**config.mk**
```make
export PLATFORM = sky130hd
export DESIGN_NAME = eth_rx_frame
export DESIGN_NICKNAME = d
export VERILOG_FILES = /design/src/rtl/eth_rx_frame.sv
export SDC_FILE = /design/constraint.sdc
export NUM_CORES = 1
export LEC_CHECK = 0
export CORE_MARGIN = 5
export CORE_UTILIZATION = 50
export DETAILED_ROUTE_END_ITERATION = 8
export GPL_TIMING_DRIVEN = 0
export PLACE_DENSITY = 0.71
export SLEW_MARGIN = 10
export SYNTH_ARGS = -nofsm -noshare
export SYNTH_HDL_FRONTEND = slang
export SYNTH_SLANG_ARGS = --single-unit
```
**constraint.sdc**
```tcl
create_clock -name clk -period 2.25 [get_ports clk]
set_input_delay 0.3375 -clock clk [delete_from_list [all_inputs] [get_ports clk]]
set_output_delay 0.3375 -clock clk [all_outputs]
set_load 0.02 [all_outputs]
```
**src/rtl/eth_rx_frame.sv**
```systemverilog
// rtl/eth_rx_frame.sv - Ethernet RX framer: preamble/SFD strip, FCS/length/RX_ER check, status and counters; optional ETH_RX_STRIP_FCS_EN
module eth_rx_frame #(
  parameter int MIN_LEN = 64,
  parameter int MAX_LEN = 1522
) (
  input  logic       clk,
  input  logic       reset_n,
  input  logic [7:0] data_in,
  input  logic [1:0] ctl_in,
  output logic [7:0] data_out,
  output logic [1:0] ctl_out,
  output logic [7:0] good_count,
  output logic [7:0] bad_count
);

  localparam logic [10:0] MIN_L       = 11'(MIN_LEN);
  localparam logic [10:0] MAX_L       = 11'(MAX_LEN);
  localparam logic [10:0] LEN_SAT     = 11'h7FF;
  localparam logic [31:0] CRC_POLY    = 32'hEDB88320;
  localparam logic [31:0] CRC_INIT    = 32'hFFFFFFFF;
  localparam logic [31:0] CRC_RESIDUE = 32'hDEBB20E3;

  typedef enum logic [1:0] {
    S_IDLE     = 2'd0,
    S_PREAMBLE = 2'd1,
    S_DATA     = 2'd2,
    S_DROP     = 2'd3
  } state_t;

  state_t      r_state;
  state_t      w_next;
  logic        w_dv;
  logic        w_er;
  logic        w_start;
  logic        w_byte;
  logic        w_end;
  logic        w_frame_good;
  logic        w_fwd_valid;
  logic [7:0]  w_fwd_data;

  logic [31:0] r_crc;
  logic [10:0] r_len;
  logic        r_er_flag;
  logic [7:0]  r_data_out;
  logic [1:0]  r_ctl_out;
  logic [7:0]  r_good_count;
  logic [7:0]  r_bad_count;

  // RX_ER is only meaningful while RX_DV is high; er without dv never reaches the frame logic
  assign w_dv = ctl_in[0];
  assign w_er = ctl_in[0] ^ ctl_in[1];

  // One reflected CRC-32 step over a byte, LSB first
  function automatic logic [31:0] crc_byte(input logic [31:0] c, input logic [7:0] b);
    logic [31:0] r;
    r = c ^ {24'h0, b};
    for (int i = 0; i < 8; i++) begin
      r = r[0] ? ((r >> 1) ^ CRC_POLY) : (r >> 1);
    end
    return r;
  endfunction

  // Next-state decode plus the per-cycle frame events (SFD seen, data byte, end of frame)
  always_comb begin
    w_next  = r_state;
    w_start = 1'b0;
    w_byte  = 1'b0;
    w_end   = 1'b0;
    case (r_state)
      S_IDLE: begin
        if (w_dv) begin
          w_next = (data_in == 8'h55) ? S_PREAMBLE : S_DROP;
        end
      end
      S_PREAMBLE: begin
        if (!w_dv) begin
          w_next = S_IDLE;
        end else if (data_in == 8'h55) begin
          w_next = S_PREAMBLE;
        end else if (data_in == 8'hD5) begin
          w_next  = S_DATA;
          w_start = 1'b1;
        end else begin
          w_next = S_DROP;
        end
      end
      S_DATA: begin
        if (w_dv) begin
          w_byte = 1'b1;
        end else begin
          w_end  = 1'b1;
          w_next = S_IDLE;
        end
      end
      S_DROP: begin
        if (!w_dv) begin
          w_next = S_IDLE;
        end
      end
      default: w_next = S_IDLE;
    endcase
  end

  // State register
  always_ff @(posedge clk or negedge reset_n) begin
    if (!reset_n) begin
      r_state <= S_IDLE;
    end else begin
      r_state <= w_next;
    end
  end

  // CRC, saturating length and sticky RX_ER flag, restarted on every SFD
  always_ff @(posedge clk or negedge reset_n) begin
    if (!reset_n) begin
      r_crc     <= CRC_INIT;
      r_len     <= 11'd0;
      r_er_flag <= 1'b0;
    end else if (w_start) begin
      r_crc     <= CRC_INIT;
      r_len     <= 11'd0;
      r_er_flag <= 1'b0;
    end else if (w_byte) begin
      r_crc <= crc_byte(r_crc, data_in);
      if (r_len != LEN_SAT) begin
        r_len <= r_len + 11'd1;
      end
      if (w_er) begin
        r_er_flag <= 1'b1;
      end
    end
  end

  // A zero-byte frame fails the length check, so it needs no special case
  assign w_frame_good = (r_crc == CRC_RESIDUE) && (r_len >= MIN_L) &&
                        (r_len <= MAX_L) && !r_er_flag;

`ifdef ETH_RX_STRIP_FCS_EN
  logic [3:0][7:0] r_dly;
  logic [2:0]      r_dly_cnt;

  // Four-byte delay line: a byte leaves only once four newer bytes exist, so the FCS never does
  always_ff @(posedge clk or negedge reset_n) begin
    if (!reset_n) begin
      r_dly     <= '0;
      r_dly_cnt <= 3'd0;
    end else if (w_start) begin
      r_dly_cnt <= 3'd0;
    end else if (w_byte) begin
      r_dly <= {r_dly[2:0], data_in};
      if (r_dly_cnt != 3'd4) begin
        r_dly_cnt <= r_dly_cnt + 3'd1;
      end
    end
  end

  assign w_fwd_valid = w_byte && (r_dly_cnt == 3'd4);
  assign w_fwd_data  = r_dly[3];
`else
  assign w_fwd_valid = w_byte;
  assign w_fwd_data  = data_in;
`endif

  // Registered byte/status output; data_out holds its last value when not forwarding
  always_ff @(posedge clk or negedge reset_n) begin
    if (!reset_n) begin
      r_data_out <= 8'h00;
      r_ctl_out  <= 2'b00;
    end else if (w_fwd_valid) begin
      r_data_out <= w_fwd_data;
      r_ctl_out  <= 2'b11;
    end else if (w_end) begin
      r_ctl_out  <= w_frame_good ? 2'b01 : 2'b10;
    end else begin
      r_ctl_out  <= 2'b00;
    end
  end

  // Frame counters update on the same edge that raises the status code
  always_ff @(posedge clk or negedge reset_n) begin
    if (!reset_n) begin
      r_good_count <= 8'd0;
      r_bad_count  <= 8'd0;
    end else if (w_end) begin
      if (w_frame_good) begin
        r_good_count <= r_good_count + 8'd1;
      end else begin
        r_bad_count  <= r_bad_count + 8'd1;
      end
    end
  end

  assign data_out   = r_data_out;
  assign ctl_out    = r_ctl_out;
  assign good_count = r_good_count;
  assign bad_count  = r_bad_count;

endmodule
```
==> metrics.cfg, run 1 <==
[run_status]
outcome = complete, no violations

[worst_setup_path]
crit_chain = or4_1, o211ai_1, a2111oi_4, buf_4, buf_4, nor4_2, xor2_1
crit_required_ns = 2.52
arrival_ns = 2.43
path_common_cell = buf_4
end_kind = flip-flop
crit_slowest_cell = or4_1
crit_start = r_len[8]
timing.critical_path.slowest_cell_delay_ns = 0.54
r2r_start = r_len[8]
cp-start-kind = flip-flop
cp_max_fo = 5
critPathKind = reg2reg

[floorplan]
die_x_um = 99.1
die_height_um = 99.1
core_sq_mm = 0.00773
initial_core_util_pct = 51.4
io_pins = 38
die-area_sq_mm = 0.00982
rows = 32

[timing]
fin_tns_setup_ns = 0
final.setup_skew_ns = 0.00679
finalMaxSlewViolations = 0
tightest_slew_ns = 0.692
finalSetupViolations = 0
max_freq_ghz = 0.462
worst_slack_ns = 0.0847
report.final.hold_viol_count = 0
period_minus_slack_ns = 2.17
holdWs_ns = 0.444
relSlewSlack_pct = 53.7
min_period_over_period_pct = 96.2

[logic_synthesis]
yosys_register_bits = 72
synthDominantCellAreaShare_pct = 25.2
yosysSeqAreaShare_pct = 46.4
synth-main-ff-cell = dfrtp_1
ys_top_cells_by_area = dfrtp_1, dfstp_2, xnor2_1
ys_warn_count = 0
synth.net_count = 388
synth-edff-count = 0
syn_area_sq_mm = 0.00397
synth_area_per_cell_sq_um = 10.7
synth_top_area_cell = dfrtp_1
ys_types = 49
synth-async-reset-ratio_pct = 100
syn_inst = 372

[place]
port-buffer-count = 37
hpwl_um = 6600
pre_cts_slack_ns = -0.314
gp_congestion = 0.865
dpl-instance-area_sq_mm = 0.00449

[clock_tree]
h-tree-depth = 3
clkSinkCount = 72
cts_root_buf = clkbuf_8
cts_tree = done
clk_latency_ns = 0.35
path_clk_slew_ns = 0.07
cts-buffers-inserted = 9
clockBufferDepth = 2

[min_path]
hold_class = in2async

[cells_and_area]
n_antenna_cell = 0
drive_above_1_share_pct = 18.8
fill_cells = 642
area_growth_pct = 20.9
final_area_sq_mm = 0.00480
layout.nets = 442

[power_and_ir_drop]
max-vdd-ir-drop_mv = 1.52
finalPower_mw = 7.10
p_per_area_mw_per_mm2 = 1480
power.leakage_nw = 1.98

[job]
cap_viol_max_count = 0

[route]
initialDrtViolationCount = 124
vias = 2879
drc = 0
postRouteAntennaNets = 0
wl_per_cell_um = 17.3
routed_wl_um = 9230
routed_via_density = 5.40
drt_first_pass_iters = 5

[global_routing]
grt_first_pass_wirelength_um = 15200
grt.overflow.total = 0
grt_antenna_before_repair = 0
grt_max_degree = 47
grt_pass1_vias = 2904
grtUsageTotal_pct = 19.7

[flip-flops by register name, summed over array words and instances (netlist names)]
name,count
r_crc,32
r_len,11
bad_count,8
data_out,8
good_count,8
ctl_out,2
r_state,2
r_er_flag,1
[path summary, 6_finish.rpt]
check	slack, ns	depth (start not counted)	endpoint
setup / recovery	0.08	7	bad_count[7]
hold / removal	0.44	2	bad_count[4]
setup reg to reg	0.08	7	bad_count[7]
hold reg to reg	0.47	1	bad_count[7]
max in group asynchronous	1.21	3	r_crc[7]
min in group clk	0.47	1	bad_count[7]
[repair_timing]
action,in CTS,in global routing
setup endpoints to repair,8,29
buffers inserted,2,2
resized for setup,0,13
endpoints found under the hold margin,26,0
hold buffers,1,0
pin swaps,2,4
[Yosys cell counts (all sizes together) (2+ instances only)]
library cell and number:
nand2 61, xnor2 58, dfrtp 40, dfstp 32
xor2 31, o211ai 29, nor2 16, clkbuf 13
nand3 12, nand4 7, nor3 7, a21oi 5
and3 5, inv 5, buf 4, ha 4
a2111oi 3, a211oi 3, and2 3, and4 3
nor4b 3, a31oi 2, a41o 2, and4b 2
and4bb 2, mux2 2, nor4 2, o21ai 2
or2 2
[cells in the final DEF (no fill, tap or decap), drive strengths merged, types with 4 or more instances in the layout]
cell	count
a21oi	5
and3	5
buf	8
clkbuf	29
clkdlybuf4s50	36
dfrtp	40
dfstp	32
ha	4
inv	5
nand2	61
nand3	12
nand4	7
nor2	16
nor3	7
o211ai	29
xnor2	58
xor2	31
[cell type report]
class / instances / area (sq um) / share of cell area (%)
clock inverter: 2 / 35.0 / 0.730
timing repair buffer: 43 / 435 / 9.07
inverter: 5 / 18.8 / 0.391
multi-input combinational: 278 / 2090 / 43.5
sequential: 72 / 1840 / 38.4
tap: 102 / 128 / 2.66
clock buffer: 14 / 174 / 3.62
buffer: 17 / 76.3 / 1.59
[cells by family (layout without fill, tap and decap cells)]
logic type / Yosys count / count (layout) / synth area share (%)
and+or+nand+nor: 131 / 131 / 16.5
DFF: 72 / 72 / 46.4
xor gates and xnor gates: 90 / 90 / 22.9
muxes: 2 / 2 / 0.567
AOI/OAI and AO/OA: 51 / 51 / 9.99
buffers and inverters: 22 / 81 / 2.30
adders and majority gates: 4 / 4 / 1.26
[stage by stage]
stage | cells | utilization (%)
2_1_floorplan | 372 | -
3_3_place_gp | 511 | 57.8
3_5_place_dp | 512 | 58.1
4_1_cts | 531 | 61.2
5_1_grt | 533 | 62.1
6_report | 533 | 62.1
[report_power, final]
| group | internal (mW) | total [mW] | switching (mW) |
|---|---|---|---|
| Sequential | 1.91 | 2.39 | 0.475 |
| Combinational | 1.78 | 3.63 | 1.85 |
| Clock | 0.610 | 1.08 | 0.473 |
[critical path, delay by kind of cell (launching register included)]
kind / cells / cell delay [ns]
DFF: 1 / 0.42
xor gates and xnor gates: 1 / 0.18
buffers and inverters: 2 / 0.32
and+or+nand+nor: 2 / 0.82
AOI/OAI and AO/OA: 2 / 0.36
[metal layers]
| metal | part of all wire [%] | wire length (um) | global-route usage [%] | vias up |
|---|---|---|---|---|
| met5 | 0 | 0 | 0 | - |
| met4 | 1.4 | 133 | 5.99 | 0 |
| met3 | 4.3 | 396 | 4.21 | 14 |
| met2 | 50 | 4630 | 32.2 | 58 |
| met1 | 44 | 4070 | 26.4 | 1411 |
| li1 | - | - | - | 1396 |
(Power assumes the default switching activity.)
==> run 2, diff against run 1 <==
--- a/config.mk
+++ b/config.mk
@@ -14,3 +14,4 @@
 export SYNTH_ARGS = -nofsm -noshare
 export SYNTH_HDL_FRONTEND = slang
 export SYNTH_SLANG_ARGS = --single-unit
+export TNS_END_PERCENT = 100
==> results of run 2 <==
No change in the layout: final DEF, timing and power equal those of run 1.
==> run 3, diff against run 2 <==
--- a/config.mk
+++ b/config.mk
@@ -8,8 +8,9 @@
 export CORE_MARGIN = 5
 export CORE_UTILIZATION = 50
 export DETAILED_ROUTE_END_ITERATION = 8
+export DONT_BUFFER_PORTS = 1
 export GPL_TIMING_DRIVEN = 0
-export PLACE_DENSITY = 0.71
+export SETUP_SLACK_MARGIN = 0.4
 export SLEW_MARGIN = 10
 export SYNTH_ARGS = -nofsm -noshare
 export SYNTH_HDL_FRONTEND = slang
==> run 3 against run 2 <==
Compared with the run above:
- sequential share of layout area decreased by 1.0 points
- total power is 12% higher
- largest power group unchanged
- the run now ends with hold timing left
- clock power up 19%
- largest cell class unchanged
- hold slack worse by 0.78 ns
- global-route usage up 0.84 points
==> metrics.cfg, run 3 (synthesis gave the netlist of run 1 again) <==
[timing]
period_minus_slack_ns = 2.06
report.final.hold_viol_count = 72
fin_tns_setup_ns = 0
final.setup_skew_ns = 0.00960
worst_slack_ns = 0.193
rsz0062_at_grt = true
relSlewSlack_pct = 66.7
holdWs_ns = -0.338
max_freq_ghz = 0.486
finalSetupViolations = 0
tightest_slew_ns = 0.498
finalMaxSlewViolations = 0
min_period_over_period_pct = 91.4

[cells_and_area]
fin_util_pct = 63.9
stdcell_count = 516
mostFrequentLayoutCells = nand2_1, xnor2_1, dfrtp_1
largest_reg_flops = 32
area_growth_pct = 24.3
regMostFlops = r_crc
final_area_sq_mm = 0.00493
n_antenna_cell = 0
reg.largest.list = r_crc x32, r_len x11
drive_above_1_share_pct = 32.1
final_common_cell = nand2_1
layout.nets = 425

[worst_setup_path]
crit_slowest_cell = dfstp_2
critPathTopFamily = flip-flops
crit_required_ns = 2.49
path_common_cell = buf_6
path_buf_inv = 2
crit_chain = nor4b_2, nand3_1, a2111oi_4, buf_6, buf_6, nand4_1, xnor2_1
cp_max_fo = 5
timing.critical_path.slowest_cell_delay_ns = 0.56
cp-start-kind = flip-flop
arrival_ns = 2.30
critPathKind = reg2reg
end_kind = flip-flop

[clock_tree]
clockBufferDepth = 2
path_clk_slew_ns = 0.08
cts-buffers-inserted = 9
cts_root_buf = clkbuf_8
clkSinkCount = 72
cts_tree = done
h-tree-depth = 3
clk_latency_ns = 0.36

[floorplan]
die_x_um = 99.1
core_sq_mm = 0.00773
initial_core_util_pct = 51.4
die-area_sq_mm = 0.00982
io_pins = 38
rows = 32
die_height_um = 99.1

[job]
cap_viol_max_count = 0

[place]
pre_cts_slack_ns = -0.0741
dp_cells = 474
gp_congestion = 0.822
dpl-instance-area_sq_mm = 0.00411
port-buffer-count = 0
hpwl_um = 6450

[run_status]
outcome = finished, violations left
failed_checks = hold timing

[min_path]
hold_class = in2async

[route]
postRouteAntennaNets = 0
drc = 0
initialDrtViolationCount = 137
vias = 2895
routed_via_density = 5.61
wl_per_cell_um = 18.7
routed_wl_um = 9660
drt_first_pass_iters = 4

[global_routing]
grt.overflow.total = 0
grtUsageTotal_pct = 20.5
grt_first_pass_wirelength_um = 15700
grt_antenna_before_repair = 0
grt_max_degree = 73
grt_pass1_vias = 2889

[power_and_ir_drop]
finalPower_mw = 7.98
power.leakage_nw = 2.03
max-vdd-ir-drop_mv = 1.45
p_per_area_mw_per_mm2 = 1620

==> run 3: cell count changes in the layout (fill, tap and decap cells not counted), sizes merged <==
| cell | delta |
|---|---|
| clkdlybuf4s50 | -36 |
| bufinv | +2 |
| clkinv | +2 |
| buf | +24 |
| clkinvlp | +1 |
| dlygate4sd3 | -1 |
| clkbuf | -9 |
==> run 3: cell type report <==
| cell class | count | area [sq um] |
|---|---|---|
| sequential | 72 | 1840 |
| timing repair buffer | 26 | 223 |
| fill | 610 | 2790 |
| multi-input combinational | 278 | 2390 |
| inverter | 5 | 18.8 |
| clock buffer | 9 | 124 |
| buffer | 17 | 83.8 |
| tap | 102 | 128 |
| clock inverter | 7 | 120 |
==> run 3: power by group <==
group | leakage, nW | internal [mW] | total (mW) | switching [mW]
registers | 0.839 | 1.91 | 2.54 | 0.625
clock network | 0.119 | 0.738 | 1.28 | 0.540
logic | 1.07 | 2.21 | 4.16 | 1.96
total | 2.03 | 4.86 | 7.98 | 3.12
==> run 3: final timing paths <==
| check | start | endpoint | slack (ns) | depth (start not counted) |
|---|---|---|---|---|
| min | reset_n | r_len[0] | -0.34 | 0 |
| min reg2reg | r_crc[28] | r_crc[28] | 0.52 | 2 |
| max in group asynchronous | reset_n | r_crc[7] | 2.38 | 0 |
| min in group clk | data_in[0] | data_out[0] | 0.08 | 2 |
| max | r_crc[16] | good_count[5] | 0.19 | 7 |
| max reg2reg | r_crc[16] | good_count[5] | 0.19 | 7 |
==> run 3: worst reg2reg max path, stage by stage (launching register included) <==
cell,delay (ns)
dfstp_2,0.56
nor4b_2,0.23
nand3_1,0.17
a2111oi_4,0.38
buf_6,0.19
buf_6,0.12
nand4_1,0.11
xnor2_1,0.18
==> run 3: metal layers <==
layer / track usage [%] / part of all wire [%] / routed length (um) / up-vias
met5: 0 / 0 / 0 / -
met4: 6.51 / 2.4 / 230 / 0
met3: 5.47 / 5.1 / 495 / 20
met2: 33.2 / 50 / 4850 / 70
met1: 27.0 / 42 / 4080 / 1446
li1: - / - / - / 1359
==> run 3: repair_timing <==
item	CTS	global route
gates resized for setup	35	37
pin swaps	13	14
gates cloned	1	0
endpoints found under the hold margin	72	72
endpoints found under the setup margin	54	66
buffers inserted	10	15
